==> src/rtl/toggle_pulse_gen.sv <==
// toggle_pulse_gen
// Conditions a raw, bouncing push-button level into exactly one single-cycle
// t_pulse per accepted press, suitable for driving a T flip-flop directly.
// The input is synchronised through two flops and then debounced in both
// directions. The block also exposes the debounced level and a wrapping
// 8-bit count of emitted pulses.
//
// Optional feature: define TOGGLE_AUTO_REPEAT_EN to emit repeat pulses every
// REPEAT_CYCLES cycles while the button stays held. When the macro is not
// defined, no repeat logic is built and REPEAT_CYCLES has no effect.
module toggle_pulse_gen #(
   parameter int DEBOUNCE_CYCLES = 4,
   parameter int REPEAT_CYCLES   = 8
) (
   input  logic       clk,
   input  logic       rst,
   input  logic       btn_in,
   output logic       t_pulse,
   output logic       btn_level,
   output logic [7:0] pulse_count
);

   typedef enum logic [1:0] {
      ST_LOW      = 2'd0,
      ST_RISE_CHK = 2'd1,
      ST_HIGH     = 2'd2,
      ST_FALL_CHK = 2'd3
   } state_t;

   localparam logic [7:0] DEB_LAST = 8'(DEBOUNCE_CYCLES);

   // Stop elaboration on parameter values outside the legal range.
   if ((DEBOUNCE_CYCLES < 1) || (DEBOUNCE_CYCLES > 255)) begin : g_bad_debounce
      $error("toggle_pulse_gen: DEBOUNCE_CYCLES must be 1..255");
   end
   if ((REPEAT_CYCLES < 2) || (REPEAT_CYCLES > 255)) begin : g_bad_repeat
      $error("toggle_pulse_gen: REPEAT_CYCLES must be 2..255");
   end

   logic   sync0_r;
   logic   sync1_r;
   state_t state_r;
   logic [7:0] cnt_r;

`ifdef TOGGLE_AUTO_REPEAT_EN
   localparam logic [7:0] REP_LAST = 8'(REPEAT_CYCLES - 1);
   logic [7:0] rcnt_r;
`endif

   // Two-flop synchroniser; only sync1_r is used by the debouncer.
   always_ff @(posedge clk) begin
      if (rst) begin
         sync0_r <= 1'b0;
         sync1_r <= 1'b0;
      end else begin
         sync0_r <= btn_in;
         sync1_r <= sync0_r;
      end
   end

   // Debounce FSM with registered pulse, level and press counter.
   always_ff @(posedge clk) begin
      if (rst) begin
         state_r     <= ST_LOW;
         cnt_r       <= 8'd0;
         t_pulse     <= 1'b0;
         btn_level   <= 1'b0;
         pulse_count <= 8'd0;
`ifdef TOGGLE_AUTO_REPEAT_EN
         rcnt_r      <= 8'd0;
`endif
      end else begin
         t_pulse <= 1'b0;
         case (state_r)
            ST_LOW: begin
               btn_level <= 1'b0;
               if (sync1_r) begin
                  state_r <= ST_RISE_CHK;
                  cnt_r   <= 8'd1;
               end else begin
                  state_r <= ST_LOW;
                  cnt_r   <= 8'd0;
               end
            end
            ST_RISE_CHK: begin
               if (!sync1_r) begin
                  // bounce: fall back without a pulse
                  state_r   <= ST_LOW;
                  cnt_r     <= 8'd0;
                  btn_level <= 1'b0;
               end else if (cnt_r == DEB_LAST) begin
                  state_r     <= ST_HIGH;
                  cnt_r       <= 8'd0;
                  btn_level   <= 1'b1;
                  t_pulse     <= 1'b1;
                  pulse_count <= pulse_count + 8'd1;
`ifdef TOGGLE_AUTO_REPEAT_EN
                  rcnt_r      <= 8'd0;
`endif
               end else begin
                  cnt_r     <= cnt_r + 8'd1;
                  btn_level <= 1'b0;
               end
            end
            ST_HIGH: begin
               btn_level <= 1'b1;
               if (!sync1_r) begin
                  state_r <= ST_FALL_CHK;
                  cnt_r   <= 8'd1;
               end else begin
                  state_r <= ST_HIGH;
                  cnt_r   <= 8'd0;
`ifdef TOGGLE_AUTO_REPEAT_EN
                  // held: emit a repeat pulse every REPEAT_CYCLES cycles
                  if (rcnt_r == REP_LAST) begin
                     rcnt_r      <= 8'd0;
                     t_pulse     <= 1'b1;
                     pulse_count <= pulse_count + 8'd1;
                  end else begin
                     rcnt_r <= rcnt_r + 8'd1;
                  end
`endif
               end
            end
            ST_FALL_CHK: begin
               if (sync1_r) begin
                  // release glitch: back to HIGH, no pulse
                  state_r   <= ST_HIGH;
                  cnt_r     <= 8'd0;
                  btn_level <= 1'b1;
`ifdef TOGGLE_AUTO_REPEAT_EN
                  rcnt_r    <= 8'd0;
`endif
               end else if (cnt_r == DEB_LAST) begin
                  state_r   <= ST_LOW;
                  cnt_r     <= 8'd0;
                  btn_level <= 1'b0;
               end else begin
                  cnt_r     <= cnt_r + 8'd1;
                  btn_level <= 1'b1;
               end
            end
            default: begin
               state_r   <= ST_LOW;
               cnt_r     <= 8'd0;
               btn_level <= 1'b0;
            end
         endcase
      end
   end

endmodule

==> config.mk <==
export PLATFORM = sky130hd
export DESIGN_NAME = toggle_pulse_gen
export DESIGN_NICKNAME = d
export VERILOG_FILES = /design/src/rtl/toggle_pulse_gen.sv
export SDC_FILE = /design/constraint.sdc
export NUM_CORES = 1
export LEC_CHECK = 0
export ABC_AREA = 1
export ABC_CLOCK_PERIOD_IN_PS = 1300
export BUFFER_PORTS_ARGS = -buffer_cell sky130_fd_sc_hd__buf_2
export CAP_MARGIN = 20
export CORE_UTILIZATION = 30
export DETAILED_ROUTE_END_ITERATION = 6
export MAX_ROUTING_LAYER = met4
export PLACE_DENSITY = 0.53
export SYNTH_ARGS = -nofsm -noshare
export SYNTH_HDL_FRONTEND = slang
export SYNTH_SLANG_ARGS = --single-unit
==> constraint.sdc <==
create_clock -name clk -period 1.3 [get_ports clk]
set_clock_uncertainty 0.2 [all_clocks]
set_input_delay 0.39 -clock clk [delete_from_list [all_inputs] [get_ports clk]]
set_output_delay 0.39 -clock clk [all_outputs]
set_load 0.03 [all_outputs]
==> reports/results.ini, run 1 <==
[power_and_ir_drop]
ir_worst_vdd_uv = 591
power_mw = 1.26
power_density_nw_per_um2 = 717
p_leak_nw = 0.728

[global_route]
grt_max_degree = 14
grt_antenna_before_repair = 0
grt_util_all_layers_pct = 15.1
grt_overflow_total = 0
grt_pass1_wl_um = 4110
grt_pass1_vias = 942

[drt]
drt.antenna.violating_nets = 0
via_per_inst = 4.36
drt_iter0_markers = 33
wire_per_inst_um = 10.2
drc_errors = 0
wl_um = 2470
dr.pass1.iters = 4
vias = 1054

[sta]
finalHoldViolCount = 0
tightest_slew_ns = 0.333
grt_setup_unrepaired = true
max_slew_margin_pct = 77.8
min_period_ns = 1.43
fin_tns_setup_ns = -2.52
max_freq_mhz = 700
drv_slew = 0
setup_viol = 30
period_share_pct = 110
timing.final.ws_setup_ns = -0.128

[cells_and_area]
fillers = 326
area_growth_pct = 63.8
seq_area_um2 = 462
drive_gt1_share_pct = 51.0
antenna_cells = 0
stdcell_area_um2 = 1750
final_util_pct = 51.8
multiInputGateArea_um2 = 704
nets = 203

[logic_synthesis]
netlist_instances = 148
synth_ff_type = dfxtp_1
yosysTopAreaCellShare_pct = 41.1
synth_top_cell_by_area = dfxtp_1
synth_area_per_cell_um2 = 7.24
yosysSeqAreaShare_pct = 41.1
synthTopCellsByCount = 30 x nand2_1, 24 x inv_1, 24 x nor2_1
yosys.cell_types.count = 20
synth_area_um2 = 1070
yosys_warnings = 0
ys_async_sr_fraction_pct = 0
synth-edff-count = 0
syn_nets = 154
yosysMostFrequentCell = nand2_1
ys_ff_latch = 22
ys_top_cells_by_area = dfxtp_1 41%, nand2_1 11%, inv_1 8.4%, nor2_1 8.4%, xor2_1 4.9%

[clocking]
clk_path_buf_depth = 2
cts_buffers = 3
htree_levels = 1
cts_root_buf = clkbuf_4
cts_tree = yes
cts_num_sinks = 22
insertion_delay_ns = 0.32
hold_buffers = 0
clk_pin_slew_ns = 0.14

[floorplan]
io_pins = 13
initial_core_util_pct = 31.6
rows = 21
coreArea_um2 = 3390
die-area_um2 = 3810
die-height_um = 61.8
fp.dieW_um = 61.8

[setup_path]
worstPathCellList = inv_2 -> ha_4 -> nand2_4 -> inv_4 -> nand2_4 -> nor2_8 -> nand2_2 -> xor2_1 -> nor2_1
critPathLaunchType = register
reg2reg_from = cnt_r[0]$_SDFF_PP0_
crit_path_max_fanout = 8
reg2reg_slack_ns = -0.13
crit_path_max_incr_delay_ns = 0.36
cpMaxStageDelayCell = dfxtp_2
critPathCaptureType = register
cp_common_cell = nand2_4
cp_data_arrival_time_ns = 1.45
setup.worst_path.class = register to register
worstReg2RegEnd = pulse_count[0]$_SDFFE_PP0P_
crit_required_ns = 1.32
r2r_cells = 9

[run_status]
violations = setup timing
status = finished with violations

[worst_hold_path]
min-delay-start = btn_in
min_path_type = input port to register
whs_path_depth = 3
worstHoldEndpoint = sync0_r$_SDFF_PP0_

[placed_design]
place.gp.congestion = 0.752
io_buffers = 12
dp_hpwl_um = 1770
placed_area_um2 = 1400
pre_cts_ws_ns = -0.154

[job]
maxCapViolCount = 0

through the flow:
stage	hold WS, ns	instances
after floorplan	0.188	148
after global placement	0.190	228
after detailed placement	0.194	228
after CTS	0.0473	242
after global routing	0.0501	242
final	0.0566	242
power by group:
group	switching (mW)	internal, mW	leakage [nW]
Combinational	0.0244	0.0187	0.515
Clock	0.226	0.312	0.0279
Sequential	0.00357	0.674	0.185
Total	0.254	1.00	0.728
worst max path at each step:
stage                                   to  cells after the start  slack (ns)                        start
2_1_floorplan                     register                      9       -0.09          cnt_r[1]$_SDFF_PP0_
3_3_place_gp          btn_level$_SDFF_PP0_                      9       -0.14          cnt_r[1]$_SDFF_PP0_
3_5_place_dp          btn_level$_SDFF_PP0_                      9       -0.15          cnt_r[0]$_SDFF_PP0_
4_1_cts                     pulse_count[1]                      1       -0.13  pulse_count[1]$_SDFFE_PP0P_
5_1_grt                           register                     10       -0.22          cnt_r[0]$_SDFF_PP0_
6_report       pulse_count[0]$_SDFFE_PP0P_                      9       -0.13          cnt_r[0]$_SDFF_PP0_
repair_timing:
| action | 4_1_cts | 5_1_grt |
|---|---|---|
| gates resized for setup | 53 | 10 |
| pin swaps | 14 | 3 |
| setup buffers | 10 | 0 |
| endpoints found under the setup margin | 30 | 30 |
layer usage:
| metal | global-route usage, % | vias to the layer above | routed length, um |
|---|---|---|---|
| met5 | - | - | 0 |
| li1 | - | 555 | - |
| met4 | 4.76 | 0 | 31 |
| met1 | 20.4 | 484 | 1190 |
| met3 | 2.07 | 4 | 67 |
| met2 | 23.5 | 11 | 1180 |
flip-flops by register name (all words and copies together) (netlist names), named ones only:
name,cells
cnt_r,8
pulse_count,8
btn_level,1
state_r,1
sync0_r,1
sync1_r,1
t_pulse,1
cell families after synthesis:
| kind of cell | Yosys count | share of synthesized area (%) |
|---|---|---|
| simple gates | 82 | 36.1 |
| buf+inv | 26 | 9.11 |
| flops | 22 | 41.1 |
| xor+xnor | 9 | 7.36 |
| compound gates | 6 | 2.80 |
| fa+ha+maj | 3 | 3.51 |
layout make-up:
class,count,area share [%]
Timing Repair Buffer,45,21.8
Inverter,25,5.49
Clock buffer,3,1.28
Sequential cell,22,26.3
Tap cell,46,3.28
Multi-Input combinational cell,100,40.2
Clock inverter,1,1.71
worst max-delay path: cells and delay by family (launching register included):
| family | cells | cell delay, ns |
|---|---|---|
| buf+inv | 2 | 0.11 |
| xor+xnor | 1 | 0.14 |
| simple gates | 5 | 0.40 |
| flops | 1 | 0.36 |
| fa+ha+maj | 1 | 0.15 |
cells in the final DEF, fill, tap and decap left out, types with 3 or more instances in the layout:
cell type and count:
buf_6 13, nand2_1 25, nand4_1 6, nand2_2 4, inv_2 3, clkbuf_4 3
xnor2_1 3, nor2_4 3, inv_1 21, dfxtp_2 11, xor2_1 5, nor2_2 3
nand3_2 5, buf_4 30, nand3_1 4, a21oi_2 4, nor3_2 3, nor2_1 20
nand2_4 3, dfxtp_1 9
(Power assumes the default switching activity.)
==> run 2, diff against run 1 <==
--- a/config.mk
+++ b/config.mk
@@ -7,12 +7,12 @@
 export LEC_CHECK = 0
 export ABC_AREA = 1
 export ABC_CLOCK_PERIOD_IN_PS = 1300
-export BUFFER_PORTS_ARGS = -buffer_cell sky130_fd_sc_hd__buf_2
 export CAP_MARGIN = 20
-export CORE_UTILIZATION = 30
+export CORE_UTILIZATION = 26
 export DETAILED_ROUTE_END_ITERATION = 6
+export DONT_BUFFER_PORTS = 1
 export MAX_ROUTING_LAYER = met4
-export PLACE_DENSITY = 0.53
+export PLACE_DENSITY = 0.46
 export SYNTH_ARGS = -nofsm -noshare
 export SYNTH_HDL_FRONTEND = slang
 export SYNTH_SLANG_ARGS = --single-unit
==> reports/results.ini, run 2 (synthesis gave the netlist of run 1 again) <==
[drt]
wl_um = 2620  ; +6.1%
drt.antenna.violating_nets = 0  ; unchanged
via_per_inst = 4.36  ; about the same
drt_iter0_markers = 28  ; -15%
wire_per_inst_um = 11.2  ; +9.7%
dr.pass1.iters = 3  ; -1
vias = 1020  ; -3.2%
drc_errors = 0  ; unchanged

[setup_path]
cp-startpoint = cnt_r[0]$_SDFF_PP0_
crit_required_ns = 1.26  ; -0.06 ns
critPathCaptureType = register
cp_data_arrival_time_ns = 1.40  ; -0.05 ns
reg2reg_slack_ns = -0.14  ; -0.02 ns
critPathLaunchType = register
r2r_cells = 9  ; unchanged
setup.worst_path.class = register to register
reg2reg_from = cnt_r[0]$_SDFF_PP0_
crit_path_max_fanout = 8  ; unchanged

[floorplan]
die-area_um2 = 4380  ; +15%
io_pins = 13  ; unchanged
coreArea_um2 = 3800  ; +12%
die-height_um = 66.2  ; +7.2%
rows = 22  ; +4.8%
initial_core_util_pct = 28.2  ; -3.4 points
fp.dieW_um = 66.2  ; +7.2%

[run_status]
violations = hold timing, setup timing
status = finished with violations

[clocking]
hold_buffers = 2  ; +2
cts_num_sinks = 22  ; unchanged
cts_tree = yes
htree_levels = 1  ; unchanged
clk_path_buf_depth = 2  ; unchanged
insertion_delay_ns = 0.26  ; -0.06 ns
cts_buffers = 3  ; unchanged
cts_root_buf = clkbuf_8
clk_pin_slew_ns = 0.08  ; -0.06 ns

[global_route]
grt_pass1_wl_um = 4270  ; +3.9%
grt_max_degree = 15  ; +1
grt_pass1_vias = 995  ; +5.6%
grt_overflow_total = 0  ; unchanged
grt_util_all_layers_pct = 13.6  ; -1.5 points
grt_antenna_before_repair = 0  ; unchanged

[cells_and_area]
final_common_cell = buf_4
layout_common_cells = 24 x buf_4, 23 x nand2_1, 21 x inv_1, 19 x nor2_1, 12 x dfxtp_2
finalNonFillerCells = 234  ; -3.3%
area_growth_pct = 59.5
antenna_cells = 0  ; unchanged
drive_gt1_share_pct = 51.1  ; +0.055 points
fillers = 374  ; +15%
reg.largest.list = cnt_r (8), pulse_count (8)
nets = 193  ; -4.9%

[power_and_ir_drop]
ir_worst_vdd_uv = 472  ; -20%
p_leak_nw = 0.669  ; -8.1%
power_density_nw_per_um2 = 698  ; -2.8%

[sta]
finalHoldViolCount = 10  ; +10
max_slew_margin_pct = 75.8  ; -2.0 points
hold_ws_ns = -0.0172  ; -0.0738 ns
min_period_ns = 1.44  ; +0.0163 ns
setup_viol = 27  ; -10%
timing.final.ws_setup_ns = -0.144  ; -0.0163 ns
max_freq_mhz = 693  ; -1.1%
drv_slew = 0  ; unchanged
grt_setup_unrepaired = true
period_share_pct = 111  ; +1.3 points
tightest_slew_ns = 0.362  ; +0.0290 ns

[placed_design]
io_buffers = 0  ; -12
dp_hpwl_um = 1790  ; +1.2%
place.gp.congestion = 0.834  ; +11%
pre_cts_ws_ns = -0.153  ; +0.00104 ns
place_inst = 223  ; -2.2%

[worst_hold_path]
min-delay-start = rst
whs_path_depth = 1  ; -2
worstHoldEndpoint = pulse_count[4]$_SDFFE_PP0P_
min_path_type = input port to register

[job]
maxCapViolCount = 0  ; unchanged

run 2: changes by cell type in the layout (fill, tap and decap cells not counted), moves of 3 or more:
cell | before | now
buf_4 | 30 | 24
buf_6 | 13 | 9
clkbuf_4 | 3 | 0
clkbuf_8 | 0 | 4
run 2: cell type report:
cell class | count | area [um2] | share of cell area (%)
multi-input cells | 100 | 733 | 42.9
clock buffers | 4 | 55.1 | 3.22
well taps | 48 | 60.1 | 3.52
flip-flops and latches | 22 | 463 | 27.1
repair buffers | 35 | 302 | 17.7
inverters | 25 | 95.1 | 5.57
run 2: report_power, final:
part	total, mW	switching, mW	internal (mW)	leakage (nW)
registers	0.677	0.00367	0.674	0.185
logic	0.0314	0.0153	0.0161	0.455
clock network	0.483	0.213	0.270	0.0288
run 2: metrics by stage:
stage | TNS (ns) | instance area [um2] | total power, mW | util (%)
after floorplan | -0.534 | 1110 | 0.712 | -
after global placement | -1.38 | 1380 | 0.716 | 36.3
after detailed placement | -1.76 | 1380 | 0.717 | 36.3
after CTS | -2.37 | 1620 | 1.21 | 42.6
after global routing | -4.20 | 1710 | 1.25 | 45.0
final | -2.07 | 1710 | 1.19 | 45.0
run 2: worst max path at each step:
stage                     slack [ns]                     endpoint
after floorplan                -0.09                     register
after global placement         -0.14         btn_level$_SDFF_PP0_
after detailed placement       -0.15         btn_level$_SDFF_PP0_
after CTS                      -0.15  pulse_count[0]$_SDFFE_PP0P_
after global routing           -0.26  pulse_count[7]$_SDFFE_PP0P_
final                          -0.14                     register
run 2: what timing repair did:
action                     CTS  global route
pin swaps                   16            16
resized for setup           33            23
buffers inserted             5             1
hold endpoints to repair    13            11
gates cloned                 0             0
setup endpoints to repair   30            28
run 2: worst max-delay path, cell delays in order (launching register included):
cell and delay, ns:
dfxtp_2 0.33, inv_2 0.06, ha_4 0.15, nand2_2 0.05, clkinv_2 0.05, nand2_4 0.05
nor2_8 0.18, nand2_4 0.09, o21ai_2 0.13, nor2_1 0.05
run 2: routing by layer:
layer  wire, um  vias up  GRT usage [%]
met5          0        -              -
met4         31        0           7.45
met3         40        4           2.76
met2       1270        7           20.8
met1       1280      471           16.8
li1           -      538              -
